$ cat config.mk
export PLATFORM = sky130hd
export DESIGN_NAME = seg7_scan_ctrl_flat
export DESIGN_NICKNAME = d
export VERILOG_FILES = /design/src/rtl/seg7_scan_ctrl_pkg.sv /design/src/rtl/seg7_scan_ctrl_if.sv /design/src/rtl/seg7_scan_timer.sv /design/src/rtl/seg7_scan_ctrl.sv /design/src/flat_wrapper.sv
export SDC_FILE = /design/constraint.sdc
export NUM_CORES = 1
export LEC_CHECK = 0
export ABC_AREA = 1
export CAP_MARGIN = 20
export CELL_PAD_IN_SITES_DETAIL_PLACEMENT = 0
export CELL_PAD_IN_SITES_GLOBAL_PLACEMENT = 2
export CORE_AREA = 2 2 100 151
export CTS_CLUSTER_SIZE = 12
export DETAILED_ROUTE_END_ITERATION = 16
export DIE_AREA = 0 0 102 153
export PLACE_DENSITY = 0.77
export REMOVE_ABC_BUFFERS = 1
export SLEW_MARGIN = 20
export SYNTH_ARGS = -nofsm -noshare
export SYNTH_HDL_FRONTEND = slang
export SYNTH_SLANG_ARGS = --single-unit
$ cat constraint.sdc
create_clock -name clk -period 1.6 [get_ports clk]
set_input_delay 0.16 -clock clk [delete_from_list [all_inputs] [get_ports clk]]
set_output_delay 0.16 -clock clk [all_outputs]
set_load 0.02 [all_outputs]
$ cat src/rtl/seg7_scan_ctrl_pkg.sv
// rtl/seg7_scan_ctrl_pkg.sv - shared types, constants and segment decoder for the seven-segment scanner
package seg7_pkg;

  typedef struct packed {
    logic       blank;
    logic       dp;
    logic [3:0] hex;
  } digit_t;

  localparam logic [6:0] SEG_OFF     = 7'h7F;
  localparam digit_t     DIGIT_RESET = '{blank: 1'b1, dp: 1'b0, hex: 4'h0};

  // Active-high pattern, bit order {g,f,e,d,c,b,a}; the pins want the inverse.
  function automatic logic [6:0] hex_to_seg(input logic [3:0] h);
    logic [6:0] s;
    case (h)
      4'h0: s = 7'h3F;
      4'h1: s = 7'h06;
      4'h2: s = 7'h5B;
      4'h3: s = 7'h4F;
      4'h4: s = 7'h66;
      4'h5: s = 7'h6D;
      4'h6: s = 7'h7D;
      4'h7: s = 7'h07;
      4'h8: s = 7'h7F;
      4'h9: s = 7'h6F;
      4'hA: s = 7'h77;
      4'hB: s = 7'h7C;
      4'hC: s = 7'h39;
      4'hD: s = 7'h5E;
      4'hE: s = 7'h79;
      default: s = 7'h71;
    endcase
    return s;
  endfunction

endpackage

$ cat src/rtl/seg7_scan_ctrl_if.sv
// rtl/seg7_scan_ctrl_if.sv - host-side digit write and brightness bus
interface seg7_scan_ctrl_if #(
  parameter int SEL_W    = 3,
  parameter int BRIGHT_W = 4
);
  logic                write;
  logic [SEL_W-1:0]    sel;
  logic [3:0]          num;
  logic                dp_in;
  logic                blank_in;
  logic [BRIGHT_W-1:0] bright;

  modport master (output write, sel, num, dp_in, blank_in, bright);
  modport slave  (input  write, sel, num, dp_in, blank_in, bright);
endinterface

$ cat src/rtl/seg7_scan_timer.sv
// rtl/seg7_scan_timer.sv - per-digit slot counter, scan index and dead-time flag
module seg7_scan_timer #(
  parameter int N_DIGITS    = 8,
  parameter int REFRESH_DIV = 100000,
  parameter int DEAD_CYC    = 4,
  parameter int SEL_W       = (N_DIGITS > 1) ? $clog2(N_DIGITS) : 1
) (
  input  logic             clk,
  input  logic             reset,
  output logic [SEL_W-1:0] idx,
  output logic             dead
);

  localparam int CNT_W = $clog2(REFRESH_DIV);

  logic [CNT_W-1:0] cnt;
  logic             slot_end;
  logic             idx_last;

  assign slot_end = (cnt == CNT_W'(REFRESH_DIV - 1));
  assign idx_last = (idx == SEL_W'(N_DIGITS - 1));
  assign dead     = (int'(cnt) < DEAD_CYC);

  always_ff @(posedge clk or negedge reset) begin
    if (!reset) begin
      cnt <= '0;
      idx <= '0;
    end else if (slot_end) begin
      cnt <= '0;
      idx <= idx_last ? '0 : idx + SEL_W'(1);
    end else begin
      cnt <= cnt + CNT_W'(1);
    end
  end

endmodule

$ cat src/rtl/seg7_scan_ctrl.sv
// rtl/seg7_scan_ctrl.sv - multiplexed common-anode seven-segment controller
// Digit register file, PWM dimming and registered anode/segment drive.
module seg7_scan_ctrl
  import seg7_pkg::*;
#(
  parameter int N_DIGITS    = 8,
  parameter int SEL_W       = (N_DIGITS > 1) ? $clog2(N_DIGITS) : 1,
  parameter int REFRESH_DIV = 100000,
  parameter int DEAD_CYC    = 4,
  parameter int BRIGHT_W    = 4
) (
  input  logic                clk,
  input  logic                reset,
  seg7_scan_ctrl_if.slave     host,
  output logic [N_DIGITS-1:0] anode,
  output logic [6:0]          seg,
  output logic                dp
);

  digit_t              regs [N_DIGITS];
  logic [BRIGHT_W-1:0] pwm_cnt;
  logic [SEL_W-1:0]    idx;
  logic                dead;
  digit_t              cur;
  logic                lit;

  always_ff @(posedge clk or negedge reset) begin
    if (!reset) begin
      for (int i = 0; i < N_DIGITS; i++) regs[i] <= DIGIT_RESET;
    end else if (host.write && (int'(host.sel) < N_DIGITS)) begin
      regs[host.sel] <= '{blank: host.blank_in, dp: host.dp_in, hex: host.num};
    end
  end

  always_ff @(posedge clk or negedge reset) begin
    if (!reset) pwm_cnt <= '0;
    else        pwm_cnt <= pwm_cnt + BRIGHT_W'(1);
  end

  seg7_scan_timer #(
    .N_DIGITS   (N_DIGITS),
    .REFRESH_DIV(REFRESH_DIV),
    .DEAD_CYC   (DEAD_CYC),
    .SEL_W      (SEL_W)
  ) u_timer (
    .clk  (clk),
    .reset(reset),
    .idx  (idx),
    .dead (dead)
  );

  // Dead time at the start of every slot keeps the previous digit from ghosting.
  assign cur = regs[idx];
  assign lit = !dead && (pwm_cnt <= host.bright) && !cur.blank;

  always_ff @(posedge clk or negedge reset) begin
    if (!reset) begin
      anode <= '1;
      seg   <= SEG_OFF;
      dp    <= 1'b1;
    end else if (lit) begin
      anode <= ~(N_DIGITS'(1) << idx);
      seg   <= ~hex_to_seg(cur.hex);
      dp    <= ~cur.dp;
    end else begin
      anode <= '1;
      seg   <= SEG_OFF;
      dp    <= 1'b1;
    end
  end

endmodule

$ cat src/flat_wrapper.sv
// flat-port wrapper written by rule: the top's interface ports become plain ports
module seg7_scan_ctrl_flat import seg7_pkg::*;
#(
  parameter int N_DIGITS    = 8,
  parameter int SEL_W       = (N_DIGITS > 1) ? $clog2(N_DIGITS) : 1,
  parameter int REFRESH_DIV = 100000,
  parameter int DEAD_CYC    = 4,
  parameter int BRIGHT_W    = 4
)
  (clk, reset, anode, seg, dp, host_write, host_sel, host_num, host_dp_in, host_blank_in, host_bright);
  seg7_scan_ctrl_if #(.SEL_W(SEL_W), .BRIGHT_W(BRIGHT_W)) host_i ();
  input  logic clk;
  input  logic reset;
  output logic [N_DIGITS-1:0] anode;
  output logic [6:0] seg;
  output logic dp;
  input wire logic [$bits(host_i.write)-1:0] host_write;
  input wire logic [$bits(host_i.sel)-1:0] host_sel;
  input wire logic [$bits(host_i.num)-1:0] host_num;
  input wire logic [$bits(host_i.dp_in)-1:0] host_dp_in;
  input wire logic [$bits(host_i.blank_in)-1:0] host_blank_in;
  input wire logic [$bits(host_i.bright)-1:0] host_bright;
  assign host_i.write = host_write;
  assign host_i.sel = host_sel;
  assign host_i.num = host_num;
  assign host_i.dp_in = host_dp_in;
  assign host_i.blank_in = host_blank_in;
  assign host_i.bright = host_bright;
  seg7_scan_ctrl #(.N_DIGITS(N_DIGITS), .SEL_W(SEL_W), .REFRESH_DIV(REFRESH_DIV), .DEAD_CYC(DEAD_CYC), .BRIGHT_W(BRIGHT_W)) u_core (.clk(clk), .reset(reset), .host(host_i), .anode(anode), .seg(seg), .dp(dp));
endmodule
# Word level (Yosys, flattened, before mapping)
# Memories as Yosys holds them, arrays and structs flattened.
# Cells that the tools add are included.
word_totals:
  ff_bits: 88
  mem_bits_ro: 112
  out_inout_bits: 16
  n_memories: 1
op_classes:
  n_addsub: 3
  order_cmp: 5
  eq_ne: 2
  n_shift: 1
  n_mux: 12
  bitwise: 5
  reduce_logical: 5
memory_table:
  columns: ["memory", "depth", "word_bits", "rd", "rd_ports_with_merged_regs", "wr", "line_no", "rtl"]
  rows:
  - ["(no name shown)", 16, 7, 1, 0, 0, "seg7_scan_ctrl_pkg.sv:16", "case (h)"]
op_table:
  columns: ["op", "count"]
  rows:
  - ["$bwmux 48", 1]
  - ["$bmux 6 s3", 1]
  - ["$demux 6 s3", 1]
  - ["$mux 6", 3]
  - ["$add 17x1->17 const B", 1]
  - ["$eq 17x17->1 const B", 1]
  - ["$lt 17x3->1 const B", 1]
  - ["$mux 17", 1]
  - ["$mux 7", 2]
  - ["$ge 4x4->1 const B", 2]
  - ["$mux 8", 1]
  - ["$not 3->4", 2]
  - ["$not 8->8", 1]
  - ["$shl 1x3->8 const A", 1]
  - ["$not 7->7", 1]
  - ["$add 4x1->4 const B", 1]
  - ["$le 4x4->1", 1]
  - ["$lt 4x1->1 const B", 1]
  - ["$add 3x1->3 const B", 1]
  - ["$eq 3x3->1 const B", 1]
  - ["$logic_and 1x1->1", 3]
  - ["$mux 3", 1]
  - ["$logic_not 1->1", 2]
  - ["$mux 1", 1]
  - ["$not 1->1", 1]

# Depth between registers and ports, before layout
depth:
  ltp_word: 9
  ltp_mapped: 15

# Cells and area by module
# From an unflattened synthesis, not the netlist that was laid out.
unflattened:
  cells_unflattened: 564
  hier_area_um2: 4580.6
by_module_without_submodules:
  columns: ["module", "instances", "cells_per_inst", "area_each_um2", "seq_area_each_um2"]
  rows:
  - ["seg7_scan_ctrl", 1, 400, 3387.0, 1731.7]
  - ["seg7_scan_timer", 1, 164, 1193.6, 500.5]

# Least setup slack after synthesis
# Ideal clock, no wire load.
synth_path:
  path_kind: "reg2reg"
  start: "reg u_core.u_timer.idx[0]"
  end: "reg u_core.seg[0]"
  setup_time_ps: 84
  arrival_time_ps: 1641
  required_time_ps: 1516
  setup_slack_ps: -125
  path_stages_with_launch: 14
  period_less_slack_ps: 1725
  cell_sequence: "dfrtp_1 -> buf_6 -> buf_6 -> nor2_1 -> nor2_1 -> nand2_1 -> nand3_1 -> nand2_1 -> inv_1 -> ha_1 -> inv_1 -> nand3_1 -> nand3_1 -> nand3_1"
synth_between:
  elab_chain_cells: 8
  word_cells_on_any_way: 10
synth_lines:
  columns: ["item", "line_no", "rtl"]
  rows:
  - ["start, declared", "seg7_scan_timer.sv:10", "output logic [SEL_W-1:0] idx,"]
  - ["start signal, assigned", "seg7_scan_timer.sv:30", "idx <= idx_last ? '0 : idx + SEL_W'(1);"]
  - ["$not 3->4 (not written as such) *", "seg7_scan_ctrl.sv:53", "assign cur = regs[idx];"]
  - ["$bmux 6 s3 *", "seg7_scan_ctrl.sv:53", null]
  - ["$mux 6 (not written as such) * (2 in series)", "seg7_scan_ctrl.sv:53", null]
  - ["$mem_v2 16x7", null, null]
  - ["$mux 7", "seg7_scan_ctrl.sv:61", "end else if (lit) begin"]
  - ["$not 7->7", "seg7_scan_ctrl.sv:63", "seg <= ~hex_to_seg(cur.hex);"]
  - ["$mux 7 *", "seg7_scan_ctrl.sv:61", null]
  - ["end signal, assigned", "seg7_scan_ctrl.sv:63", null]
  - ["end, declared", "seg7_scan_ctrl.sv:16", "output logic [6:0] seg,"]
# Mark *: on every way between the ends. The rest lies on a longest branch, timed or not. The select of a mux whose other input is x is not followed.
# A chain may end at the register's enable or synchronous reset.

# Final worst setup path
layout_path:
  start: "reg u_core.u_timer.idx[0]"
  end: "reg u_core.seg[1]"
# The elaborated chain is that of the path after synthesis.

==> out/results.txt <==
Status - complete, but fails checks
Failing checks - setup timing
Largest net degree at the start of global routing - 33
Worst-margin pin slew - 0.381 ns
Synth cell count leaders - nand2_1 (150), dfrtp_1 (64), inv_1 (64), nand3_1 (63), o21ai_0 (51)
Layout cells sized above 1 - 27.1%
Final #Nets - 659
Starting Density - 31.5%
Ys Warns - 0
Power share of the combinational group - 20.4%
# setup viols final - 3
Seq cells post-synth - 88
WP data arrival - 1.92 ns
Internal power - 4.38 mW
Via Count - 3,746
Part of the power in the clock network - 34.9%
IO Count - 32
GR Util met1 - 18.1%
DIE AREA - 15,600 um2
Synth area leader - dfrtp_1
Top-area cell type share of the netlist area - 35.5%
GR Layer Usage met3 - 3.20%
Total CTS buffers - 9
Dpl hpwl - 8420 um
Mean Syn Cell Area - 8.30 um2
Worst-path clk slew - 0.06 ns
Worst EP required - 1.88 ns
Worst setup EP type - flip-flop
Leak pwr - 2.79 nW
Final period util - 103%
Fmax - 608 MHz
Clk sinks - 88
Fillcell total - 1,526
Slew margin rel. - 74.4%
Die height - 153 um
Hold Fails Final Rpt - 0
Skew final - 0.00804 ns
Initial antenna violation count - 0
Synth area leaders - dfrtp_1 (35%), dfstp_2 (14%), nand2_1 (12%), nand3_1 (7.0%), o21ai_0 (5.7%)
Core region area - 14,300 um2
Netlist cell types - 32
DR WL/cell - 13.7 um
CP Max Fanout - 7
CTS max path bufs - 2
Area Overhead vs Synth - 32.6%
PortBufs - 31
First-pass GRT wire length - 18,700 um
Max VDD drop - 499 uV
# diodes - 0
Unrepaired setup endpoints after global routing - true
Sw Share - 28.3%
Via density - 4.54
Ys flop type - dfrtp_1
Initial drt markers - 146
Async set or reset register ratio after synthesis - 100%
FF-to-FF Start - u_core.u_timer.idx[0]
Final wirelength - 11,300 um
DRC - 0
Synth Instances - 544
H-tree depth - 3
CTS Root Cell - clkbuf_16
Routed Antenna Nets - 0
Die X - 102 um
Post-synth EDFFs - 0
Slew Viols, Final - 0
Row Count - 54
Fin crit period - 1.64 ns
Global placement routability congestion - 0.817
Worst Setup Path Type - flip-flop to flip-flop
NetSw - 1.73 mW
Crit-path slowest cell - dfrtp_1
First-pass DRT Iterations - 4
Final Core Density - 41.8%
PD cells - 1020 nW/um2
Hold WC Path Type - input port to asynchronous set/reset pin
Syn Std Cell Area - 4520 um2
Most frequent cell after synthesis - nand2_1
TNS Setup - -0.105 ns
GRT Total Usage - 15.4%
Worst R2R Path Depth - 12
Vias in the first global route - 3,748
Maximum capacitance violations - 0
Critical Path, Cell by Cell - buf_6, nand2_1, nand3_2, nand2_2, nand2_2, nand2_4, inv_6, ha_4, nand3_4, nor2_4, nor2_2, nand2_1
Setup ws final - -0.0438 ns
Grt met2 use - 27.5%
Total grt overflow - 0
GRT busiest layer - met2
FF-to-FF End - u_core.seg[1]
CP Launch Type - flip-flop
Post-synthesis sequential area ratio - 49.4%
CTS tree - built
Reg2reg setup slack - -0.04 ns
Flop pwr share - 44.7%
CP max stage delay - 0.41 ns
Insertion delay to the later sink of the worst-skew pair - 0.34 ns
kinds of logic (layout without fill, tap and decap cells):
family                   after synthesis  in the layout  synth area share [%]
flip-flops                            88             88                  49.4
XOR/XNOR                               7              7                  1.36
buffers and inverters                 87            172                  8.34
AO/OA/AOI/OAI                         69             69                  8.01
adder cells (fa/ha/maj)               18             18                  4.99
AND/OR/NAND/NOR                      275            276                  27.9
layout make-up:
cell class / instances / area [um2] / share of cell area (%)
Timing Repair Buffer: 85 / 747 / 12.5
Timing Repair inverter: 1 / 6.26 / 0.104
Clock inverter: 4 / 53.8 / 0.898
Clock buffer: 12 / 246 / 4.12
Sequential cell: 88 / 2230 / 37.3
Inverter: 70 / 280 / 4.68
Multi-Input combinational cell: 370 / 2180 / 36.3
Tap cell: 196 / 245 / 4.10
through the flow:
stage	hold WS [ns]	worst slack (ns)	instances	power, mW	instance area [um2]
2_1_floorplan	-0.136	-0.420	527	3.40	4410
3_3_place_gp	0.112	-0.200	805	3.86	5370
3_5_place_dp	0.116	-0.229	805	3.89	5370
4_1_cts	0.301	-0.0284	827	6.07	5830
5_1_grt	0.323	-0.124	826	6.48	5990
6_report	0.290	-0.0438	826	6.12	5990
layout by cell type (no fill, tap or decap), types with 3 or more instances in the layout:
cell type and count:
inv_4 3, ha_4 4, a21oi_1 10, nand3_1 45, nand4_1 6, buf_4 45, clkdlybuf4s50_1 14, xor2_1 6
inv_2 6, nand3_2 20, dlygate4sd2_1 16, inv_1 60, clkbuf_16 9, nand2_2 16, buf_6 7, o21ai_1 4
dfstp_2 24, nor2_1 20, nand2_1 135, ha_1 13, nand2_4 6, nor2_4 7, dfrtp_1 63, o21ai_0 50
nor2_2 7, nand3_4 3, nor3_1 6
timing repair:
item | CTS | global route
resized for setup | 53 | 38
pin swaps | 8 | 18
hold endpoints to repair | 14 | 0
setup buffers | 4 | 0
cloned | 1 | 1
endpoints found under the setup margin | 24 | 21
hold buffers | 1 | 0
worst max-delay path, delay by kind of cell (launching register included):
family | cells | cell delay [ns]
AND/OR/NAND/NOR | 9 | 0.70
flip-flops | 1 | 0.41
adder cells (fa/ha/maj) | 1 | 0.27
buffers and inverters | 2 | 0.20
sequential cells by signal (all words and copies together), names as in the netlist:
register / cells
u_core.dp: 1
u_core.anode: 8
u_core.seg: 7
u_core.u_timer.cnt: 17
u_core.u_timer.idx: 3
u_core.regs: 48
u_core.pwm_cnt: 4
layer usage:
layer	up-vias	share of wire, %
li1	1914	-
met5	-	0
met4	0	1.5
met1	1767	42
met3	11	2.4
met2	54	54
how the worst max path moves through the flow:
| stage | from | to | slack (ns) |
|---|---|---|---|
| after floorplan | u_core.u_timer.idx[0] | u_core.seg[1] | -0.42 |
| after global placement | host_bright[1] | u_core.seg[0] | -0.20 |
| after detailed placement | host_bright[1] | u_core.seg[6] | -0.23 |
| after CTS | u_core.u_timer.idx[0] | u_core.seg[0] | -0.03 |
| after global routing | u_core.u_timer.idx[0] | u_core.seg[1] | -0.12 |
| final | u_core.u_timer.idx[0] | u_core.seg[1] | -0.04 |
power by group through the flow:
stage / Combinational [mW] / Sequential (mW) / Clock (mW)
6_report: 1.25 / 2.73 / 2.14
5_1_grt: 1.41 / 2.77 / 2.31
4_1_cts: 1.15 / 2.73 / 2.19
3_5_place_dp: 1.11 / 2.77 / 0
3_3_place_gp: 1.10 / 2.77 / 0
2_1_floorplan: 0.557 / 2.84 / 0
No activity file was read; power rests on OpenSTA's default activity.
